### config.mk
export PLATFORM = sky130hd
export DESIGN_NAME = timer_irq_ctrl_flat
export DESIGN_NICKNAME = d
export VERILOG_FILES = /design/src/rtl/timer_irq_ctrl_pkg.sv /design/src/rtl/timer_irq_ctrl_if.sv /design/src/rtl/timer_irq_ctrl_prio_enc.sv /design/src/rtl/timer_irq_ctrl.sv /design/src/flat_wrapper.sv
export SDC_FILE = /design/constraint.sdc
export NUM_CORES = 1
export LEC_CHECK = 0
export ABC_AREA = 1
export CORE_MARGIN = 2
export CORE_UTILIZATION = 45
export DETAILED_ROUTE_END_ITERATION = 8
export PLACE_DENSITY = 0.78
export SYNTH_ARGS = -nofsm -noshare
export SYNTH_HDL_FRONTEND = slang
export SYNTH_SLANG_ARGS = --single-unit
### constraint.sdc
create_clock -name clk -period 1.5 [get_ports clk]
set_input_delay 0.45 -clock clk [delete_from_list [all_inputs] [get_ports clk]]
set_output_delay 0.45 -clock clk [all_outputs]
set_load 0.01 [all_outputs]
### src/rtl/timer_irq_ctrl_pkg.sv
// Shared types and sizing helpers for the timer interrupt controller.
// Timer-subsystem glue uses irq_id_w() to size source-ID buses.
package timer_irq_ctrl_pkg;

  typedef enum logic {
    IDLE = 1'b0,
    REQ  = 1'b1
  } irq_state_t;

  localparam int DEF_NUM_SRC = 5;

  // Smallest ID width that can index n sources (minimum 1 bit).
  function automatic int irq_id_w(input int n);
    int w;
    w = 1;
    while ((1 << w) < n) w++;
    return w;
  endfunction

  localparam int DEF_ID_W = irq_id_w(DEF_NUM_SRC);

endpackage

### src/rtl/timer_irq_ctrl_if.sv
// Request/acknowledge handshake between the interrupt controller and its consumer.
interface timer_irq_ctrl_if #(
  parameter int ID_W = 3
);
  logic            irq_req;
  logic [ID_W-1:0] irq_id;
  logic            irq_ack;

  modport master (output irq_req, output irq_id, input irq_ack);
  modport slave  (input irq_req, input irq_id, output irq_ack);
endinterface

### src/rtl/timer_irq_ctrl_prio_enc.sv
// Lowest-index-first priority encoder with a valid flag; purely combinational.
module irq_prio_enc #(
  parameter int NUM_SRC = 5,
  parameter int ID_W    = 3
) (
  input  logic [NUM_SRC-1:0] req,
  output logic [ID_W-1:0]    idx,
  output logic               vld
);
  // Scan high-to-low so the lowest set index writes last and wins.
  always_comb begin
    idx = '0;
    vld = 1'b0;
    for (int i = NUM_SRC - 1; i >= 0; i--) begin
      if (req[i]) begin
        idx = ID_W'(i);
        vld = 1'b1;
      end
    end
  end
endmodule

### src/rtl/timer_irq_ctrl.sv
// Timer interrupt aggregator: edge detect, pending/overrun latching, mask,
// fixed priority and a single req/ack channel toward the CPU side.
module timer_irq_ctrl
  import timer_irq_ctrl_pkg::*;
#(
  parameter int NUM_SRC = 5,
  parameter int ID_W    = irq_id_w(NUM_SRC)
) (
  input  logic               clk,
  input  logic               rst,
  input  logic [NUM_SRC-1:0] src_irq,
  input  logic               mask_we,
  input  logic [NUM_SRC-1:0] mask_wdata,
  output logic [NUM_SRC-1:0] mask,
  output logic [NUM_SRC-1:0] pending,
  output logic [NUM_SRC-1:0] overrun,
  timer_irq_ctrl_if.master   irq
);

  irq_state_t         state;
  logic [NUM_SRC-1:0] src_d;
  logic [NUM_SRC-1:0] rise;
  logic [NUM_SRC-1:0] eligible;
  logic [NUM_SRC-1:0] cur_sel;
  logic [NUM_SRC-1:0] ack_clr;
  logic [ID_W-1:0]    win_idx;
  logic               win_vld;
  logic               req_q;
  logic [ID_W-1:0]    id_q;
  logic               do_ack;
  logic               cur_masked;

  assign rise     = src_irq & ~src_d;
  assign eligible = pending & ~mask;

  // One-hot of the source currently being requested.
  always_comb begin
    cur_sel = '0;
    for (int i = 0; i < NUM_SRC; i++) cur_sel[i] = (ID_W'(i) == id_q);
  end

  assign do_ack     = (state == REQ) && irq.irq_ack;
  assign ack_clr    = do_ack ? cur_sel : '0;
  assign cur_masked = |(mask & cur_sel);

  irq_prio_enc #(
    .NUM_SRC (NUM_SRC),
    .ID_W    (ID_W)
  ) u_prio (
    .req (eligible),
    .idx (win_idx),
    .vld (win_vld)
  );

  always_ff @(posedge clk or negedge rst) begin
    if (!rst) begin
      src_d   <= '0;
      pending <= '0;
      overrun <= '0;
      mask    <= '1;
    end else begin
      src_d   <= src_irq;
      // A rise coinciding with its own ack re-arms pending but is not an overrun.
      pending <= (pending & ~ack_clr) | rise;
      overrun <= (overrun & ~ack_clr) | (rise & pending & ~ack_clr);
      if (mask_we) mask <= mask_wdata;
    end
  end

  always_ff @(posedge clk or negedge rst) begin
    if (!rst) begin
      state <= IDLE;
      req_q <= 1'b0;
      id_q  <= '0;
    end else begin
      case (state)
        IDLE: begin
          if (win_vld) begin
            id_q  <= win_idx;
            req_q <= 1'b1;
            state <= REQ;
          end
        end
        REQ: begin
          // Ack takes precedence over a withdraw caused by masking.
          if (irq.irq_ack || cur_masked) begin
            req_q <= 1'b0;
            state <= IDLE;
          end
        end
        default: begin
          req_q <= 1'b0;
          state <= IDLE;
        end
      endcase
    end
  end

  assign irq.irq_req = req_q;
  assign irq.irq_id  = id_q;

endmodule

### src/flat_wrapper.sv
// flat-port wrapper written by rule: the top's interface ports become plain ports
module timer_irq_ctrl_flat import timer_irq_ctrl_pkg::*;
#(
  parameter int NUM_SRC = 5,
  parameter int ID_W    = irq_id_w(NUM_SRC)
)
  (clk, rst, src_irq, mask_we, mask_wdata, mask, pending, overrun, irq_irq_req, irq_irq_id, irq_irq_ack);
  timer_irq_ctrl_if #(.ID_W(ID_W)) irq_i ();
  input  logic clk;
  input  logic rst;
  input  logic [NUM_SRC-1:0] src_irq;
  input  logic mask_we;
  input  logic [NUM_SRC-1:0] mask_wdata;
  output logic [NUM_SRC-1:0] mask;
  output logic [NUM_SRC-1:0] pending;
  output logic [NUM_SRC-1:0] overrun;
  output wire logic [$bits(irq_i.irq_req)-1:0] irq_irq_req;
  output wire logic [$bits(irq_i.irq_id)-1:0] irq_irq_id;
  input wire logic [$bits(irq_i.irq_ack)-1:0] irq_irq_ack;
  assign irq_irq_req = irq_i.irq_req;
  assign irq_irq_id = irq_i.irq_id;
  assign irq_i.irq_ack = irq_irq_ack;
  timer_irq_ctrl #(.NUM_SRC(NUM_SRC), .ID_W(ID_W)) u_core (.clk(clk), .rst(rst), .src_irq(src_irq), .mask_we(mask_we), .mask_wdata(mask_wdata), .mask(mask), .pending(pending), .overrun(overrun), .irq(irq_i));
endmodule
==> reports/qor.yml <==
wl_per_cell_um: 12.2
p_leak_nw: 0.769
hold_class: "input pin to asynchronous set/reset pin"
routabilityCongestion: 0.839
seqPwrFrac_pct: 43.0
clk_pin_slew_ns: 0.13
ys_top_cells_by_area: "dfrtp_1 47%, dfstp_2 12%, nand2_1 11%"
reg2reg_slack_ns: 0.13
synthArstFlopShare_pct: 100
holdBufCountCts: 0
drc: 0
die_w_um: 52.6
synth_nets: 135
criticalPathCategory: "flip-flop to output pin"
max_freq_ghz: 0.690
sw_frac_of_total_pct: 36.2
synth.top_cell.area_share_pct: 47.1
tightest_slew_ns: 0.218
grt_max_degree: 26
cts_root_buf: "clkbuf_4"
dieArea_sq_um: 2770
cp_data_required_time_ns: 1.05
cts_tree: "built"
ys_seq_elements: 25
ir_drop_v: 0.000925
ioPinCount: 33
p_int_mw: 1.39
cts_max_path_buffers: 2
maxSlewViolCount: 0
drt_iter0_markers: 20
grt_overflow: 0
fin_nets: 186
crit_family: "flip-flops"
initial_core_util_pct: 47.6
avgSynthCellArea_sq_um: 8.79
antenna_left: 0
first_pass_iters: 4
finalSetupViolations: 0
rr_endpoint: "u_core.irq.irq_req"
grt_pass1_vias: 982
syn_area_sq_um: 1060
critical-path-max-stage-delay_ns: 0.40
synth_common_cells: "30 x nand2_1, 23 x inv_1, 20 x dfrtp_1"
vias_per_cell: 4.91
fin_crit_ns: 1.45
wl_um: 2420
hold_viol_final: 0
cts.sinks: 25
max_cap_violations: 0
finClkSkew_ns: 0.00882
design_area_sq_um: 1540
rsz0062_at_grt: "false"
worstSetupEndpointType: "output pin"
dpl-instance-area_sq_um: 1500
timing.critical_path.from_type: "flip-flop"
antenna_found_initial: 0
finalCritPeriodShare_pct: 96.6
p_comb_share_pct: 43.6
synth_warnings: 0
ys_seq_area_share_pct: 59.4
status: "finished clean"
cp.arrival_ns: 1.00
timing.slew.headroom_pct: 85.4
core-area_sq_um: 2230
crit_slowest_cell: "dfrtp_1"
numCtsBuffers: 3
netlist_instances: 121
h-tree-depth: 1
synth-edff-count: 0
grt_pass1_wl_um: 4070
yosysTopAreaCell: "dfrtp_1"
clock_latency_ns: 0.31
hpwl_um: 1820
p_total_mw: 2.19
row_count: 17
critPathBufInv: 1
layout-area-overhead-vs-synth_pct: 44.6
io_buffer_count: 32
clkPwrFrac_pct: 13.3
synth_flop_cell: "dfrtp_1"
grt.total_usage_pct: 20.4
die_y_um: 52.6
drive_gt1_share_pct: 19.3
switching_power_mw: 0.791
worstRegToRegCells: 10
tns_ns: 0
power_density_nw_per_um2: 1420
synth_cell_types: 14
num_vias: 977
worstPathMaxFanout: 2
r2r-start: "u_core.mask[3]"
diodes: 0
crit_chain: "dlygate4sd2_1"
synth.most_common_cell: "nand2_1"
layout make-up:
type / count / area [sq um]
well taps: 28 / 35.0
flip-flops and latches: 25 / 632
fillers: 187 / 696
clock buffers: 3 / 22.5
repair buffers: 47 / 410
multi-input cells: 72 / 347
clock inverters: 1 / 5.00
inverters: 23 / 86.3
power by group through the flow:
stage,combinational [mW],clock (mW),sequential (mW)
6_report,0.953,0.291,0.940
5_1_grt,1.06,0.339,0.963
2_1_floorplan,0.350,0,1.06
3_3_place_gp,0.937,0,0.968
4_1_cts,0.930,0.298,0.941
3_5_place_dp,0.957,0,0.976
per-stage QoR:
| stage | setup slack [ns] | utilization, % | cells | hold slack [ns] |
|---|---|---|---|---|
| 6_report | 0.0503 | 68.9 | 199 | 0.458 |
| 5_1_grt | 0.000995 | 68.9 | 199 | 0.460 |
| 4_1_cts | 0.0317 | 68.0 | 198 | 0.467 |
| 3_5_place_dp | -0.0655 | 67.3 | 190 | 0.461 |
| 3_3_place_gp | -0.0258 | 67.3 | 190 | 0.442 |
| 2_1_floorplan | 0.256 | - | 121 | 0.154 |
worst max-delay path by stage:
stage / from / end / slack (ns) / cells after the start
6_report: u_core.overrun[2] / overrun[2] / 0.05 / 1
4_1_cts: u_core.pending[3] / pending[3] / 0.03 / 1
2_1_floorplan: u_core.mask[2] / u_core.irq.irq_req / 0.26 / 9
3_3_place_gp: irq_irq_ack / u_core.overrun[2] / -0.03 / 6
5_1_grt: u_core.overrun[2] / overrun[2] / 0.001 / 1
3_5_place_dp: irq_irq_ack / u_core.overrun[2] / -0.07 / 6
what timing repair did:
action,CTS,global route
setup buffers,4,1
endpoints found under the setup margin,19,10
resized for setup,34,8
cloned,0,0
cell usage in the layout, fill, tap and decap left out:
| cell type | instances |
|---|---|
| o21ai_0 | 16 |
| nand3_1 | 7 |
| buf_4 | 14 |
| buf_12 | 1 |
| dfstp_2 | 5 |
| nor2_2 | 1 |
| nor3_1 | 1 |
| clkdlybuf4s50_1 | 13 |
| o21ai_1 | 1 |
| buf_2 | 5 |
| nor3b_1 | 4 |
| inv_1 | 23 |
| clkdlybuf4s15_1 | 6 |
| dfrtp_1 | 20 |
| clkbuf_4 | 3 |
| nor2_1 | 5 |
| mux2_2 | 1 |
| clkinv_2 | 1 |
| dlygate4sd2_1 | 8 |
| nand4_1 | 6 |
| nand2_2 | 2 |
| nand2_1 | 28 |
cells by family (layout without fill, tap and decap cells):
family | count (synthesis) | count (layout) | synth area share, %
AO/OA/AOI/OAI | 17 | 17 | 8.00
buffers and inverters | 24 | 74 | 8.47
AND/OR/NAND/NOR | 54 | 54 | 23.1
multiplexers | 1 | 1 | 1.06
flip-flops | 25 | 25 | 59.4
state kept, by name (all words and copies together), names as in the netlist:
register            count
u_core.pending          5
u_core.irq.irq_req      1
u_core.state            1
u_core.irq.irq_id       3
u_core.mask             5
u_core.src_d            5
u_core.overrun          5
metal layers:
metal	up-vias	share of wire, %	GRT usage (%)
met5	-	0	0
met4	0	2.8	11.5
met1	455	42	25.3
met3	8	3.4	4.57
li1	486	-	-
met2	28	52	32.7
(Power assumes the default switching activity.)
==> variant: new RTL, config.mk and constraints unchanged <==
`NUM_SRC` is set to 5 in 3 places; all go to 10.
--- a/src/rtl/timer_irq_ctrl_prio_enc.sv
+++ b/src/rtl/timer_irq_ctrl_prio_enc.sv
@@ -1,6 +1,6 @@
 // Lowest-index-first priority encoder with a valid flag; purely combinational.
 module irq_prio_enc #(
-  parameter int NUM_SRC = 5,
+  parameter int NUM_SRC = 10,
   parameter int ID_W    = 3
 ) (
   input  logic [NUM_SRC-1:0] req,
--- a/src/rtl/timer_irq_ctrl.sv
+++ b/src/rtl/timer_irq_ctrl.sv
@@ -3,7 +3,7 @@
 module timer_irq_ctrl
   import timer_irq_ctrl_pkg::*;
 #(
-  parameter int NUM_SRC = 5,
+  parameter int NUM_SRC = 10,
   parameter int ID_W    = irq_id_w(NUM_SRC)
 ) (
   input  logic               clk,
--- a/src/flat_wrapper.sv
+++ b/src/flat_wrapper.sv
@@ -1,7 +1,7 @@
 // flat-port wrapper written by rule: the top's interface ports become plain ports
 module timer_irq_ctrl_flat import timer_irq_ctrl_pkg::*;
 #(
-  parameter int NUM_SRC = 5,
+  parameter int NUM_SRC = 10,
   parameter int ID_W    = irq_id_w(NUM_SRC)
 )
   (clk, rst, src_irq, mask_we, mask_wdata, mask, pending, overrun, irq_irq_req, irq_irq_id, irq_irq_ack);
Ports: changed (6 resized); port bits go from 33 to 59. No check against the original RTL was run, so the function may have changed too.
==> variant against the original RTL <==
  * The run now ends with negative setup slack left
  * Via count is 86% higher
  * Synthesized area up 90%
  * Count of clock-buffer cells in the layout rose by 5
  * Clock power grew to 2.9 times the old value
  * Synthesized cell count rose by 85%
  * Maximum frequency down 4.4%
  * Wire length grew 100%
  * Power is 94% higher
  * Largest cell class unchanged
  * Largest power group unchanged
  * Highest routed layer unchanged
  * Sequential cell count grew 21
  * Design area up 91%
  * Sequential power rose by 79%
  * Critical path type is now reg -> reg
  * Setup slack worse by 66 ps
==> variant: results (changes against the original RTL) <==
timing:
  setup_viol: 1  # was 0
  layout_setup_ws_ps: -16.2  # was 50.3 ps
  fin_skew_ps: 5.59  # was 8.82 ps
global_routing:
  grt_max_degree: 47  # was 26
  first_global_vias: 1706  # was 982
  grt_pass1_wl_um: 7860  # was 4070 µm
  globalRouteTotalUtil_pct: 20.3  # was 20.4%
logic_synthesis:
  synth_seq_area_share_pct: 57.4  # was 59.4%
  synth_top_cells_by_count: "nand2_1 (49), dfrtp_1 (36), inv_1 (32), o21ai_0 (20), o21ai_1 (12)"  # was nand2_1 (30), inv_1 (23), dfrtp_1 (20), o21ai_0 (16), nand3_1 (7)
  ys_types: 23  # was 14
  syn-num-nets: 248  # was 135
  synthTopCellsByArea: "dfrtp_1 (44%), dfstp_2 (13%), nand2_1 (9.1%), inv_1 (5.9%), o21ai_0 (4.9%)"  # was dfrtp_1 (47%), dfstp_2 (12%), nand2_1 (11%), inv_1 (8.1%), o21ai_0 (7.5%)
clock_network:
  cts-root-buf: "clkbuf_8"  # was clkbuf_4
  clk_pin_slew_worst_paths_ps: 80  # was 130 ps
  cts-buffers-inserted: 5  # was 3
routing:
  via_per_inst: 4.98  # was 4.91
  drt_iter0_markers: 67  # was 20
placed_design:
  port-buffer-count: 58  # was 32
  place_area_um2: 2810  # was 1500 µm²
  gp_congestion: 0.828  # was 0.839
  dp_hpwl_um: 3560  # was 1820 µm
status:
  violations: "negative setup slack"
  outcome: "complete, but fails checks"  # was finished clean
power_and_ir_drop:
  ir_worst_vdd_v: 0.000894  # was 0.000925 V
  p_leak_nw: 1.36  # was 0.769 nW
critical_path:
  crit_fanout: 6  # was 2
cells_and_area:
  nNetsFinal: 337  # was 186
[variant: what timing repair did]
action                                  4_1_cts  5_1_grt
pin swaps                                     3       11
resized for setup                            66       16
gates cloned                                  0        0
setup buffers                                 3        5
endpoints found under the setup margin       38        5
[variant: cells by family after synthesis]
logic type             count (synthesis)  share of synthesized area, %
AOI/OAI and AO/OA                     40                          10.6
DFF                                   46                          57.4
buffers and inverters                 42                          8.15
and+or+nand+nor                       95                          23.3
muxes                                  1                         0.556
[variant: layout make-up]
type | instances | area, µm²
clock buffer | 8 | 110
fill | 349 | 1420
inverter | 39 | 146
multi-input combinational | 136 | 736
sequential | 46 | 1160
tap | 52 | 65.1
timing repair buffer | 85 | 712
[variant: through the flow]
step	setup TNS, ps	instances
after floorplan	0	224
after global placement	-612	351
after detailed placement	-933	351
after CTS	0	362
after global routing	-230	366
final	-16.2	366
[variant: worst paths after layout]
kind / startpoint / end / slack, ps / cells past startpoint
worst max-delay path: u_core.mask[3] / u_core.irq.irq_id[2] / -20 / 8
max in group asynchronous: rst / u_core.mask[7] / 1110 / 2
worst min register to register: u_core.src_d[9] / u_core.pending[9] / 440 / 1
worst min-delay path: rst / u_core.src_d[6] / 110 / 2
min in group clk: u_core.src_d[9] / u_core.pending[9] / 440 / 1
worst max register to register: u_core.mask[3] / u_core.irq.irq_id[2] / -20 / 8
[variant: critical path, cell delays in order (launching register included)]
cell and delay [ps]:
dfstp_2 540, inv_2 50, nand2_2 80, nand4_1 150
nor2_1 180, nand2_1 110, nand2_4 110, inv_2 60
o22ai_2 130
[variant: metal layers]
metal	global-route usage [%]	up-vias	part of all wire (%)
li1	-	904	-
met1	27.0	852	42
met2	32.4	51	50
met3	4.84	14	5.0
met4	7.97	0	3.2
met5	0	-	0
[variant: where the power goes]
part | total, W | switching, W | internal, W
clock | 0.000857 | 0.000392 | 0.000465
sequential | 0.00168 | 0.000174 | 0.00151
combinational | 0.00171 | 0.000963 | 0.000744
